**config.mk**
```make
export PLATFORM = sky130hd
export DESIGN_NAME = fpu_addsub_pipe
export DESIGN_NICKNAME = d
export VERILOG_FILES = /design/src/rtl/fpu_addsub_pipe_pkg.sv /design/src/rtl/fpu_addsub_lzc.sv /design/src/rtl/fpu_addsub_pipe.sv
export SDC_FILE = /design/constraint.sdc
export NUM_CORES = 1
export LEC_CHECK = 0
export ABC_AREA = 1
export ABC_CLOCK_PERIOD_IN_PS = 6000
export CORE_MARGIN = 1.5
export CORE_UTILIZATION = 45
export CTS_CLUSTER_DIAMETER = 150
export CTS_CLUSTER_SIZE = 28
export DETAILED_ROUTE_END_ITERATION = 10
export HOLD_SLACK_MARGIN = 0.05
export PLACE_DENSITY_LB_ADDON = 0.15
export SYNTH_ARGS = -nofsm -noshare
export SYNTH_HDL_FRONTEND = slang
export SYNTH_SLANG_ARGS = --single-unit
export TNS_END_PERCENT = 5
```
**constraint.sdc**
```tcl
create_clock -name clk -period 6 [get_ports clk]
set_clock_uncertainty 0.05 [all_clocks]
set_input_delay 1.2 -clock clk [delete_from_list [all_inputs] [get_ports clk]]
set_output_delay 1.2 -clock clk [all_outputs]
set_load 0.05 [all_outputs]
```
**src/rtl/fpu_addsub_pipe_pkg.sv**
```systemverilog
// Purpose: shared fpu_utils helpers: round-mode encoding and width-generic sticky / leading-zero functions.
// Latency: n/a (package, purely combinational helpers).
// Backpressure: n/a.
package fpu_utils;

  // Widest vector the helpers accept (MAN_W+4 <= 56 fits comfortably).
  localparam int FPU_MAX_W = 64;

  typedef logic [2:0] fpu_round_mode_t;

  localparam fpu_round_mode_t FPU_RNE = 3'b000;
  localparam fpu_round_mode_t FPU_RDN = 3'b010;

  // OR of the n least-significant bits of v (bits shifted out by a right shift of n).
  function automatic logic get_sticky_bit_n(input logic [FPU_MAX_W-1:0] v, input int n);
    logic s;
    s = 1'b0;
    for (int i = 0; i < FPU_MAX_W; i++) begin
      if (i < n) s = s | v[i];
    end
    return s;
  endfunction

  // Leading zeros of the low w bits of v; returns w for an all-zero field.
  // Scanning upwards lets the highest set bit win the priority.
  function automatic int get_leading_zeros_n(input logic [FPU_MAX_W-1:0] v, input int w);
    int lz;
    lz = w;
    for (int i = 0; i < FPU_MAX_W; i++) begin
      if ((i < w) && v[i]) lz = w - 1 - i;
    end
    return lz;
  endfunction

endpackage

```
**src/rtl/fpu_addsub_lzc.sv**
```systemverilog
// Purpose: WIDTH-generic priority leading-zero counter used by the normalise stage.
// Latency: combinational.
// Backpressure: none (pure function of data_i).
// Ports: data_i - value to scan (MSB first); count_o - number of leading zeros (WIDTH when zero).
module fpu_addsub_lzc
  import fpu_utils::*;
#(
  parameter int WIDTH = 27,
  parameter int CNT_W = $clog2(WIDTH + 1)
) (
  input  logic [WIDTH-1:0] data_i,
  output logic [CNT_W-1:0] count_o
);

  always_comb begin
    count_o = CNT_W'(get_leading_zeros_n(FPU_MAX_W'(data_i), WIDTH));
  end

endmodule

```
**src/rtl/fpu_addsub_pipe.sv**
```systemverilog
// Purpose: 3-stage pipelined IEEE-style add/subtract (align, add, normalise); emits an unrounded result plus G/R/S.
// Latency: 3 cycles, 1 beat/cycle; all stages advance together when the output is empty or being taken.
// Backpressure: in_ready = !out_valid | out_ready; while out_valid & !out_ready everything holds.
// Ports: in_* operand beat (a, b, sub, round mode, tag) with valid/ready; out_* result fields,
//        special flags (nan/inf/zero), and the beat's mode and tag, with valid/ready.
module fpu_addsub_pipe
  import fpu_utils::*;
#(
  parameter int EXP_W = 8,
  parameter int MAN_W = 23,
  parameter int TAG_W = 4
) (
  input  logic                     clk,
  input  logic                     rst_n,
  input  logic                     in_valid,
  output logic                     in_ready,
  input  logic [EXP_W+MAN_W:0]     in_a,
  input  logic [EXP_W+MAN_W:0]     in_b,
  input  logic                     in_sub,
  input  logic [2:0]               in_mode,
  input  logic [TAG_W-1:0]         in_tag,
  output logic                     out_valid,
  input  logic                     out_ready,
  output logic                     out_sign,
  output logic [EXP_W-1:0]         out_exponent,
  output logic [MAN_W:0]           out_mantissa,
  output logic [2:0]               out_guard,
  output logic                     out_nan,
  output logic                     out_inf,
  output logic                     out_zero,
  output logic [2:0]               out_mode,
  output logic [TAG_W-1:0]         out_tag
);

  // Working significand: hidden bit, stored mantissa, guard/round/sticky.
  localparam int WORK_W = MAN_W + 4;
  localparam int CNT_W  = $clog2(WORK_W + 1);
  localparam logic [EXP_W-1:0] EXP_ONES = '1;

  typedef struct packed {
    logic              vld;
    logic              sign_a;
    logic              sign_b;
    logic [EXP_W-1:0]  exp;
    logic [WORK_W-1:0] sig_a;
    logic [WORK_W-1:0] sig_b;
    logic              nan;
    logic              inf;
    logic              inf_sign;
    fpu_round_mode_t   mode;
    logic [TAG_W-1:0]  tag;
  } fpu_addsub_s1_t;

  typedef struct packed {
    logic              vld;
    logic              sign;
    logic [EXP_W-1:0]  exp;
    logic [WORK_W:0]   sum;
    logic              nan;
    logic              inf;
    logic              inf_sign;
    fpu_round_mode_t   mode;
    logic [TAG_W-1:0]  tag;
  } fpu_addsub_s2_t;

  typedef struct packed {
    logic              vld;
    logic              sign;
    logic [EXP_W-1:0]  exp;
    logic [MAN_W:0]    mant;
    logic [2:0]        guard;
    logic              nan;
    logic              inf;
    logic              zero;
    fpu_round_mode_t   mode;
    logic [TAG_W-1:0]  tag;
  } fpu_addsub_res_t;

  fpu_addsub_s1_t  s1_q, s1_d;
  fpu_addsub_s2_t  s2_q, s2_d;
  fpu_addsub_res_t res_q, res_d;

  logic adv;
  assign adv      = !res_q.vld || out_ready;
  assign in_ready = adv;

  // ---------------- S1: classify, order, align ----------------
  logic              sa, sb;
  logic [EXP_W-1:0]  ea, eb, ea_eff, eb_eff, big_e, small_e, diff_e;
  logic [MAN_W-1:0]  ma, mb;
  logic [WORK_W-1:0] sig_ia, sig_ib, sig_big, sig_small;
  logic              a_nan, b_nan, a_inf, b_inf, swap, sticky;
  int                shift_n;

  assign sa = in_a[EXP_W+MAN_W];
  assign ea = in_a[EXP_W+MAN_W-1:MAN_W];
  assign ma = in_a[MAN_W-1:0];
  // Subtract is folded in here so later stages only ever add signed magnitudes.
  assign sb = in_b[EXP_W+MAN_W] ^ in_sub;
  assign eb = in_b[EXP_W+MAN_W-1:MAN_W];
  assign mb = in_b[MAN_W-1:0];

  // Subnormals share the scale of exponent 1 but carry no hidden bit.
  assign ea_eff = (ea == '0) ? EXP_W'(1) : ea;
  assign eb_eff = (eb == '0) ? EXP_W'(1) : eb;
  assign sig_ia = {ea != '0, ma, 3'b000};
  assign sig_ib = {eb != '0, mb, 3'b000};

  assign a_nan = (ea == EXP_ONES) && (ma != '0);
  assign b_nan = (eb == EXP_ONES) && (mb != '0);
  assign a_inf = (ea == EXP_ONES) && (ma == '0);
  assign b_inf = (eb == EXP_ONES) && (mb == '0);

  // Ties keep in_a as the larger operand.
  assign swap      = eb_eff > ea_eff;
  assign big_e     = swap ? eb_eff : ea_eff;
  assign small_e   = swap ? ea_eff : eb_eff;
  assign sig_big   = swap ? sig_ib : sig_ia;
  assign sig_small = swap ? sig_ia : sig_ib;
  assign diff_e    = big_e - small_e;

  always_comb begin
    // Beyond WORK_W every bit is already sticky, so clamp the shifter.
    shift_n = (int'(diff_e) > WORK_W) ? WORK_W : int'(diff_e);
    sticky  = get_sticky_bit_n(FPU_MAX_W'(sig_small), shift_n);

    s1_d          = '0;
    s1_d.vld      = in_valid;
    s1_d.sign_a   = swap ? sb : sa;
    s1_d.sign_b   = swap ? sa : sb;
    s1_d.exp      = big_e;
    s1_d.sig_a    = sig_big;
    s1_d.sig_b    = (sig_small >> shift_n) | WORK_W'(sticky);
    s1_d.nan      = a_nan || b_nan || (a_inf && b_inf && (sa != sb));
    s1_d.inf      = !s1_d.nan && (a_inf || b_inf);
    s1_d.inf_sign = a_inf ? sa : sb;
    s1_d.mode     = in_mode;
    s1_d.tag      = in_tag;
  end

  // ---------------- S2: magnitude add / subtract ----------------
  always_comb begin
    s2_d          = '0;
    s2_d.vld      = s1_q.vld;
    s2_d.exp      = s1_q.exp;
    s2_d.nan      = s1_q.nan;
    s2_d.inf      = s1_q.inf;
    s2_d.inf_sign = s1_q.inf_sign;
    s2_d.mode     = s1_q.mode;
    s2_d.tag      = s1_q.tag;
    if (s1_q.sign_a == s1_q.sign_b) begin
      // Also covers two same-signed zeros, which keep their sign.
      s2_d.sum  = {1'b0, s1_q.sig_a} + {1'b0, s1_q.sig_b};
      s2_d.sign = s1_q.sign_a;
    end else if (s1_q.sig_a > s1_q.sig_b) begin
      s2_d.sum  = {1'b0, s1_q.sig_a} - {1'b0, s1_q.sig_b};
      s2_d.sign = s1_q.sign_a;
    end else if (s1_q.sig_b > s1_q.sig_a) begin
      s2_d.sum  = {1'b0, s1_q.sig_b} - {1'b0, s1_q.sig_a};
      s2_d.sign = s1_q.sign_b;
    end else begin
      // Exact cancellation: -0 only when rounding toward negative infinity.
      s2_d.sum  = '0;
      s2_d.sign = (s1_q.mode == FPU_RDN);
    end
  end

  // ---------------- S3: normalise ----------------
  logic [CNT_W-1:0]  lz;
  logic [WORK_W-1:0] norm;
  logic [EXP_W-1:0]  exp_inc;
  int                lim_n;

  fpu_addsub_lzc #(.WIDTH(WORK_W), .CNT_W(CNT_W)) u_lzc (
    .data_i  (s2_q.sum[WORK_W-1:0]),
    .count_o (lz)
  );

  assign exp_inc = s2_q.exp + EXP_W'(1);

  always_comb begin
    res_d      = '0;
    res_d.vld  = s2_q.vld;
    res_d.sign = s2_q.sign;
    res_d.mode = s2_q.mode;
    res_d.tag  = s2_q.tag;
    norm       = '0;
    lim_n      = 0;
    if (s2_q.nan) begin
      // Canonical NaN is reported through the flag; payload is not propagated.
      res_d.nan  = 1'b1;
      res_d.sign = 1'b0;
      res_d.exp  = EXP_ONES;
    end else if (s2_q.inf) begin
      res_d.inf  = 1'b1;
      res_d.sign = s2_q.inf_sign;
      res_d.exp  = EXP_ONES;
    end else if (s2_q.sum[WORK_W]) begin
      if (exp_inc == EXP_ONES) begin
        res_d.inf = 1'b1;
        res_d.exp = EXP_ONES;
      end else begin
        norm        = s2_q.sum[WORK_W:1] | WORK_W'(s2_q.sum[0]);
        res_d.exp   = exp_inc;
        res_d.mant  = norm[WORK_W-1:3];
        res_d.guard = norm[2:0];
      end
    end else if (s2_q.sum == '0) begin
      res_d.zero = 1'b1;
    end else begin
      // Never shift below exponent 1; what is still unnormalised is a subnormal.
      lim_n = int'(lz);
      if (lim_n > int'(s2_q.exp) - 1) lim_n = int'(s2_q.exp) - 1;
      norm        = s2_q.sum[WORK_W-1:0] << lim_n;
      res_d.exp   = norm[WORK_W-1] ? (s2_q.exp - EXP_W'(lim_n)) : '0;
      res_d.mant  = norm[WORK_W-1:3];
      res_d.guard = norm[2:0];
    end
  end

  always_ff @(posedge clk or negedge rst_n) begin
    if (!rst_n) begin
      s1_q  <= '0;
      s2_q  <= '0;
      res_q <= '0;
    end else if (adv) begin
      s1_q  <= s1_d;
      s2_q  <= s2_d;
      res_q <= res_d;
    end
  end

  assign out_valid    = res_q.vld;
  assign out_sign     = res_q.sign;
  assign out_exponent = res_q.exp;
  assign out_mantissa = res_q.mant;
  assign out_guard    = res_q.guard;
  assign out_nan      = res_q.nan;
  assign out_inf      = res_q.inf;
  assign out_zero     = res_q.zero;
  assign out_mode     = res_q.mode;
  assign out_tag      = res_q.tag;

endmodule

```
# After elaboration in Yosys (flattened, before gate mapping)
# Index checks and enable logic that the tools add are counted.
[word_totals]
regBits = 170
inputBits = 76
out_inout_bits = 48
elab_cells = 221
[op_classes]
n_addsub = 7
order_cmp = 32
n_eq_ne = 6
n_shift = 2
muxes = 93
bitwise = 29
reduce_logical = 22
[ops]
columns = ["cell", "n"]
rows = [
  ["two-way mux 32 bit", 5],
  ["two-way mux 27 bit", 5],
  ["two-way mux 5 bit", 25],
  ["< comparator 5 x 8 -> 1 bit, first input constant", 11],
  ["two-way mux 28 bit", 3],
  ["two-way mux 35 bit", 2],
  ["< comparator 4 x 8 -> 1 bit, first input constant", 8],
  ["two-way mux 8 bit", 8],
  ["subtractor 27 x 27 -> 28 bit", 2],
  ["> comparator 27 bit", 2],
  ["bitwise OR 27 x 1 -> 27 bit", 2],
  ["logical NOT 23 bit", 2],
  ["nonzero test 23 bit", 2],
  ["two-way mux 1 bit", 42],
  ["> comparator 6 x 32 -> 1 bit", 1],
  ["< comparator 3 x 8 -> 1 bit, first input constant", 4],
  ["<< shifter 27 x 32 -> 27 bit", 1],
  ["adder 27 x 27 -> 28 bit", 1],
  ["logical NOT 28 bit", 1],
  [">> shifter 27 x 8 -> 27 bit", 1],
  ["bitwise OR 1 bit", 26],
  ["== test 8 bit, second input constant", 3],
  ["logical NOT 8 bit", 2],
  ["< comparator 1 x 8 -> 1 bit, first input constant", 2],
  ["other kinds (16)", 30],
]

# Longest topological paths before layout
[depth]
ltp_word = 62
mapped_depth = 52
depth_no_buf = 50

# Hierarchy
# From an unflattened synthesis, not the netlist that was laid out.
[hier_totals]
cells_unflattened = 2544
hier_area_um2 = 16320.7
[by_module_without_submodules]
columns = ["module", "instances", "cells_per_inst", "area_each_um2", "seq_area_each_um2"]
rows = [
  ["fpu_addsub_pipe", 1, 2464, 15954.1, 4179.0],
  ["fpu_addsub_lzc", 1, 80, 366.6, 0.0],
]

# Least setup slack after synthesis
# OpenSTA, ideal clock, no wires.
[synth_timing]
path_kind = "register to register"
startpoint = "register s2_q[12] (netlist bit)"
endpoint = "register res_q, in the netlist out_exponent[7]"
setup_time_ns = 0.077
t_arrival_ns = 4.719
required_time_ns = 5.873
path_slack_ns = 1.154
path_stages_with_launch = 47
path_buffers = 2
period_less_slack_ns = 4.846
cell_sequence = "dfrtp_1 inv_1 nand2_1 nand2_1 nand2_1 nand2_1 nand2_1 nand2_1 nand2_1 nand2_1 nand2_1 nand2_1 nand2_1 nand2_1 nand2_1 nand2_1 nand2_1 nand2_1 (+11 left out) nand2_2 inv_2 o21ai_1 inv_1 buf_2 buf_1 ha_1 inv_1 nor2_1 nor2_1 o21ai_0 and2_1 o21ai_0 nand2_1 xor2_1 nor2_1 nand3_1 a21oi_1"
[synth_between]
elab_chain_len = 37
[synth_lines]
columns = ["item", "line", "rtl"]
rows = [
  ["from (decl)", "fpu_addsub_pipe.sv:80", "fpu_addsub_s2_t s2_q, s2_d;"],
  ["from (signal assigned)", "fpu_addsub_pipe.sv:224", "s2_q <= '0;"],
  ["from (signal assigned)", "fpu_addsub_pipe.sv:228", "s2_q <= s2_d;"],
  ["two-way mux 5 bit (25 in series)", "fpu_addsub_pipe_pkg.sv:30", "if ((i < w) && v[i]) lz = w - 1 - i;"],
  ["> comparator 6 x 32 -> 1 bit", "fpu_addsub_pipe.sv:213", "if (lim_n > int'(s2_q.exp) - 1) lim_n = int'(s2_q.exp) - 1;"],
  ["two-way mux 32 bit", "fpu_addsub_pipe.sv:213", ""],
  ["two-way mux 32 bit", "fpu_addsub_pipe.sv:208", "end else if (s2_q.sum == '0) begin"],
  ["two-way mux 32 bit", "fpu_addsub_pipe.sv:198", "end else if (s2_q.sum[WORK_W]) begin"],
  ["two-way mux 32 bit", "fpu_addsub_pipe.sv:194", "end else if (s2_q.inf) begin"],
  ["two-way mux 32 bit", "fpu_addsub_pipe.sv:189", "if (s2_q.nan) begin"],
  ["subtractor 8 bit / << shifter 27 x 32 -> 27 bit (equally long branches)", "fpu_addsub_pipe.sv:215, fpu_addsub_pipe.sv:214", ""],
  ["two-way mux 8 bit", "fpu_addsub_pipe.sv:215", "res_d.exp = norm[WORK_W-1] ? (s2_q.exp - EXP_W'(lim_n)) : '0;"],
  ["two-way mux 35 bit *", "fpu_addsub_pipe.sv:208", ""],
  ["two-way mux 35 bit *", "fpu_addsub_pipe.sv:198", ""],
  ["two-way mux 8 bit *", "fpu_addsub_pipe.sv:194", ""],
  ["two-way mux 9 bit *", "fpu_addsub_pipe.sv:189", ""],
  ["to (signal assigned)", "fpu_addsub_pipe.sv:229", "res_q <= res_d;"],
  ["to (decl)", "fpu_addsub_pipe.sv:81", "fpu_addsub_res_t res_q, res_d;"],
]
# Mark *: on every way between the ends. The rest lies on a longest branch, timed or not. The select of a mux whose other input is x is not followed.
# A chain may end at the register's enable or synchronous reset.

# Worst setup path in the final report
[layout_timing]
startpoint = "input port in_b[24]"
endpoint = "register s1_q[33] (netlist bit)"
[layout_between]
elab_chain_len = 9
[layout_lines]
columns = ["item", "line", "rtl"]
rows = [
  ["from (decl)", "fpu_addsub_pipe.sv:18", "input logic [EXP_W+MAN_W:0] in_b,"],
  ["logical NOT 8 bit", "fpu_addsub_pipe.sv:105", "assign eb_eff = (eb == '0) ? EXP_W'(1) : eb;"],
  ["two-way mux 8 bit", "fpu_addsub_pipe.sv:105", ""],
  ["> comparator 8 bit", "fpu_addsub_pipe.sv:115", "assign swap = eb_eff > ea_eff;"],
  ["two-way mux 8 bit, on equally long branches", "fpu_addsub_pipe.sv:116, fpu_addsub_pipe.sv:117", ""],
  ["subtractor 8 bit", "fpu_addsub_pipe.sv:120", "assign diff_e = big_e - small_e;"],
  ["> comparator 8 x 5 -> 1 bit", "fpu_addsub_pipe.sv:124", "shift_n = (int'(diff_e) > WORK_W) ? WORK_W : int'(diff_e);"],
  ["two-way mux 8 bit", "fpu_addsub_pipe.sv:124", ""],
  [">> shifter 27 x 8 -> 27 bit *", "fpu_addsub_pipe.sv:133", "s1_d.sig_b = (sig_small >> shift_n) | WORK_W'(sticky);"],
  ["bitwise OR 27 x 1 -> 27 bit *", "fpu_addsub_pipe.sv:133", ""],
  ["to (signal assigned)", "fpu_addsub_pipe.sv:223", "s1_q <= '0;"],
  ["to (signal assigned)", "fpu_addsub_pipe.sv:227", "s1_q <= s1_d;"],
  ["to (decl)", "fpu_addsub_pipe.sv:79", "fpu_addsub_s1_t s1_q, s1_d;"],
]
# Mark *: on every way between the ends. The rest lies on a longest branch, timed or not.

==> impl_metrics.yaml <==
run_status:
  outcome: "finished with violations"
  violations: "design-rule violations"
die:
  die_w_um: 193
  die_h_um: 193
  fp.dieArea_sq_mm: 0.0374
  io_pins: 124
  core_sq_mm: 0.0357
  rows: 69
  initial_utilization_pct: 45.8
pwr:
  internal-power_w: 0.00415
  switchingPower_w: 0.00540
  seqPwrFrac_pct: 19.4
  peakVddDrop_mv: 0.272
  powerDensity_mw_per_mm2: 513
  power.share.clock_pct: 12.4
  combPwrFrac_pct: 68.1
  p_leak_nw: 9.32
  switching_share_pct: 56.5
worst_setup_path:
  worst_setup_path_end_kind: "flop"
  critPathKind: "primary input to flop"
  arrival_ns: 5.83
  critPathLaunchType: "primary input"
  critPathLaunch: "in_b[24]"
  worstPathMaxFanout: 12
  rr_endpoint: "out_exponent[7]$_DFFE_PN0P_"
  required_ns: 6.27
  r2r_slack_ns: 0.65
  r2r_cells: 49
  r2r_start: "s2_q[12]$_DFFE_PN0P_"
grt:
  gr-total-overflow: 0
  track_usage_pct: 33.2
  grt_pass1_wl_mm: 96.9
  grt_start_max_net_pins: 92
  antenna_found_initial: 1
  grt_pass1_vias: 17300
logic_synthesis:
  netlist_area_sq_mm: 0.0163
  ys.flop_type: "dfrtp_1"
  synth-seq-cells: 167
  async_flop_share_pct: 100
  yosysWarningCount: 0
  syn_nets: 2751
  synth_cell_types: 70
  synth-edff-count: 0
  syn_inst: 2576
  ys_seq_area_share_pct: 25.6
  syn_area_per_cell_sq_um: 6.34
timing:
  setup_viol: 0
  hold_viol: 0
  relSlewSlack_pct: 32.6
  maxSlewViolCount: 0
  worst-slew-pin-transition_ns: 1.00
  fin_crit_sh_pct: 92.6
  period_needed_ns: 5.55
  tns_ns: 0
  finalWorstSetupSlack_ns: 0.447
  clock.fmax_mhz: 180
route:
  drt-total-wl_mm: 62.4
  drt_iter0_markers: 1655
  vias: 18000
  dr.pass1.iters: 10
  drc_errors: 4
  viasPerCell: 5.76
  wl_per_cell_um: 20.0
  drtAntennaViolNets: 0
clock_tree:
  cts_hold_buf: 0
  cts_resized: 0
  clk_latency_ns: 0.46
  clock_sinks: 167
  cts_root_buf: "clkbuf_16"
  cts_setup_buffers: 0
  clk_path_buf_depth: 2
  htree_levels: 4
  clk_pin_slew_ns: 0.08
  tritoncts: "done"
  cts_buffers: 17
cells_and_area:
  nets: 2818
  final_util_pct: 52.3
  antenna-diode-count: 0
  final_area_sq_mm: 0.0186
  layout-drive-gt1-share_pct: 5.95
  area_delta_synth_final_pct: 14.1
placement:
  pre_cts_slack_ns: 0.0285
  dp_hpwl_mm: 49.1
  place_area_sq_mm: 0.0180
  portBuffers: 123
  globalplace.congestion: 0.960
min_path:
  holdPathEnd: "out_valid$_DFFE_PN0P_"
  hold-path-cell-count: 2
  min-delay-start: "res_d[46]$_DFFE_PN0P_"
  hp-class: "flop to flop"
flow_run:
  drv_cap: 0
placed cells by master (no fill, tap or decap), types with 6 or more instances in the layout:
cell type          n
nand2_1          635
inv_1            314
nand3_1          270
a21oi_1          205
o21ai_0          205
nor2_1           178
dfrtp_1          167
clkdlybuf4s50_1  122
ha_1              96
buf_4             51
o21ai_1           42
xor2_1            37
nand4_1           26
o22ai_1           24
a31oi_1           20
nor3_1            19
clkbuf_16         17
o211ai_1          16
nor4_1            16
inv_2             15
a22oi_1           14
or2_2             12
o221ai_1          11
clkinv_8           9
a221oi_1           8
nand3_2            7
clkinv_1           7
nand2_2            6
o31ai_1            6
o21a_1             6
nand3b_1           6
cells in the mapped netlist (4+ instances only):
master | number | share of area [%]
o211ai_1 | 16 | 0.74
buf_2 | 24 | 0.74
inv_2 | 15 | 0.34
nand3_1 | 270 | 8.3
or2_1 | 4 | 0.15
clkinv_1 | 7 | 0.16
buf_6 | 6 | 0.41
a21oi_1 | 205 | 6.3
dfrtp_1 | 167 | 26
xnor2_1 | 5 | 0.27
o21ai_2 | 5 | 0.27
nand3_2 | 7 | 0.43
nand2_2 | 6 | 0.23
o21ai_0 | 207 | 6.3
clkbuf_1 | 85 | 2.0
a31oi_1 | 20 | 0.77
o22ai_1 | 24 | 0.92
xor2_1 | 37 | 2.0
ha_1 | 96 | 7.4
nand2_1 | 636 | 15
nor2_2 | 4 | 0.15
inv_1 | 315 | 7.2
o21ai_1 | 40 | 1.2
a22oi_1 | 14 | 0.64
nand3b_1 | 6 | 0.28
buf_1 | 6 | 0.14
a211oi_1 | 5 | 0.23
o21a_1 | 6 | 0.28
or2_2 | 12 | 0.46
o31ai_1 | 6 | 0.28
buf_4 | 6 | 0.28
nor2_1 | 179 | 4.1
nand4_1 | 26 | 1.0
nor4_1 | 16 | 0.61
o311ai_0 | 5 | 0.27
o221ai_1 | 11 | 0.59
a221oi_1 | 8 | 0.43
nor3_1 | 19 | 0.58
area by class of cell:
| type | instances | area [sq um] |
|---|---|---|
| Inverter | 338 | 1270 |
| Fill cell | 3662 | 17000 |
| Timing Repair Buffer | 176 | 1660 |
| Multi-Input combinational cell | 1943 | 10300 |
| Tap cell | 461 | 577 |
| Clock buffer | 17 | 425 |
| Clock inverter | 15 | 216 |
| Sequential cell | 167 | 4180 |
through the flow:
step	std cells	hold slack [ns]	total power (W)
finish	3117	0.404	0.00955
global route	3117	0.433	0.0103
global placement	3085	0.386	0.00819
CTS	3117	0.406	0.00946
floorplan	2576	0.370	0.00629
detailed placement	3085	0.386	0.00825
power by group through the flow:
| stage | clock network [W] | logic [W] | registers [W] |
|---|---|---|---|
| 2_1_floorplan | 0 | 0.00399 | 0.00230 |
| 3_3_place_gp | 0 | 0.00633 | 0.00186 |
| 3_5_place_dp | 0 | 0.00638 | 0.00187 |
| 4_1_cts | 0.00120 | 0.00641 | 0.00185 |
| 5_1_grt | 0.00125 | 0.00716 | 0.00191 |
| 6_report | 0.00119 | 0.00651 | 0.00186 |
registers in the layout (all words and copies together), names as in the netlist:
register,flops
out_exponent,8
s2_q,40
out_valid,1
out_guard,3
res_d,8
out_nan,1
out_inf,1
out_mode,3
out_tag,4
out_zero,1
out_mantissa,24
s1_q,72
out_sign,1
worst max-delay path: stages:
cell	delay [ns]
clkdlybuf4s50_1	0.47
nor4_1	0.27
nand4_1	0.17
nand2_1	0.20
inv_1	0.07
ha_1	0.19
nand2_1	0.06
nand3_1	0.06
nand2_1	0.07
nand2_1	0.06
o311ai_2	0.08
nand2_2	0.20
nand2_4	0.12
o211ai_4	0.08
ha_1	0.18
nand3b_1	0.23
nand2_1	0.09
nand3_1	0.09
or2_1	0.22
nand2_1	0.12
nor3_4	0.07
inv_2	0.09
nand2_4	0.09
nor2_4	0.23
inv_2	0.19
nor2_4	0.24
nand2_1	0.29
o22ai_1	0.42
worst max path at each step:
stage,slack (ns),endpoint,cells after the start
detailed placement,0.03,s1_q[33]$_DFFE_PN0P_,28
finish,0.45,s1_q[33]$_DFFE_PN0P_,28
global placement,0.11,s1_q[33]$_DFFE_PN0P_,28
CTS,0.50,s1_q[33]$_DFFE_PN0P_,28
floorplan,1.15,out_exponent[7]$_DFFE_PN0P_,46
global route,-0.02,out_exponent[7]$_DFFE_PN0P_,49
per-layer routing:
metal  up-vias  part of all wire, %  GRT usage, %
li1       8670                    -             -
met3       111                  6.6          5.61
met5         -                    0             0
met2       699                   45          53.3
met1      8484                   45          45.2
met4         0                  3.2          11.2
kinds of logic (layout without fill, tap and decap cells):
| logic type | after synthesis | count (layout) | synth area share, % |
|---|---|---|---|
| buffers and inverters | 466 | 546 | 11.4 |
| AOI/OAI and AO/OA | 598 | 598 | 20.8 |
| and+or+nand+nor | 1201 | 1201 | 32.0 |
| DFF | 167 | 167 | 25.6 |
| muxes | 1 | 1 | 0.0613 |
| xor gates and xnor gates | 44 | 44 | 2.45 |
| adders and majority gates | 99 | 99 | 7.72 |
(Power assumes the default switching activity.)
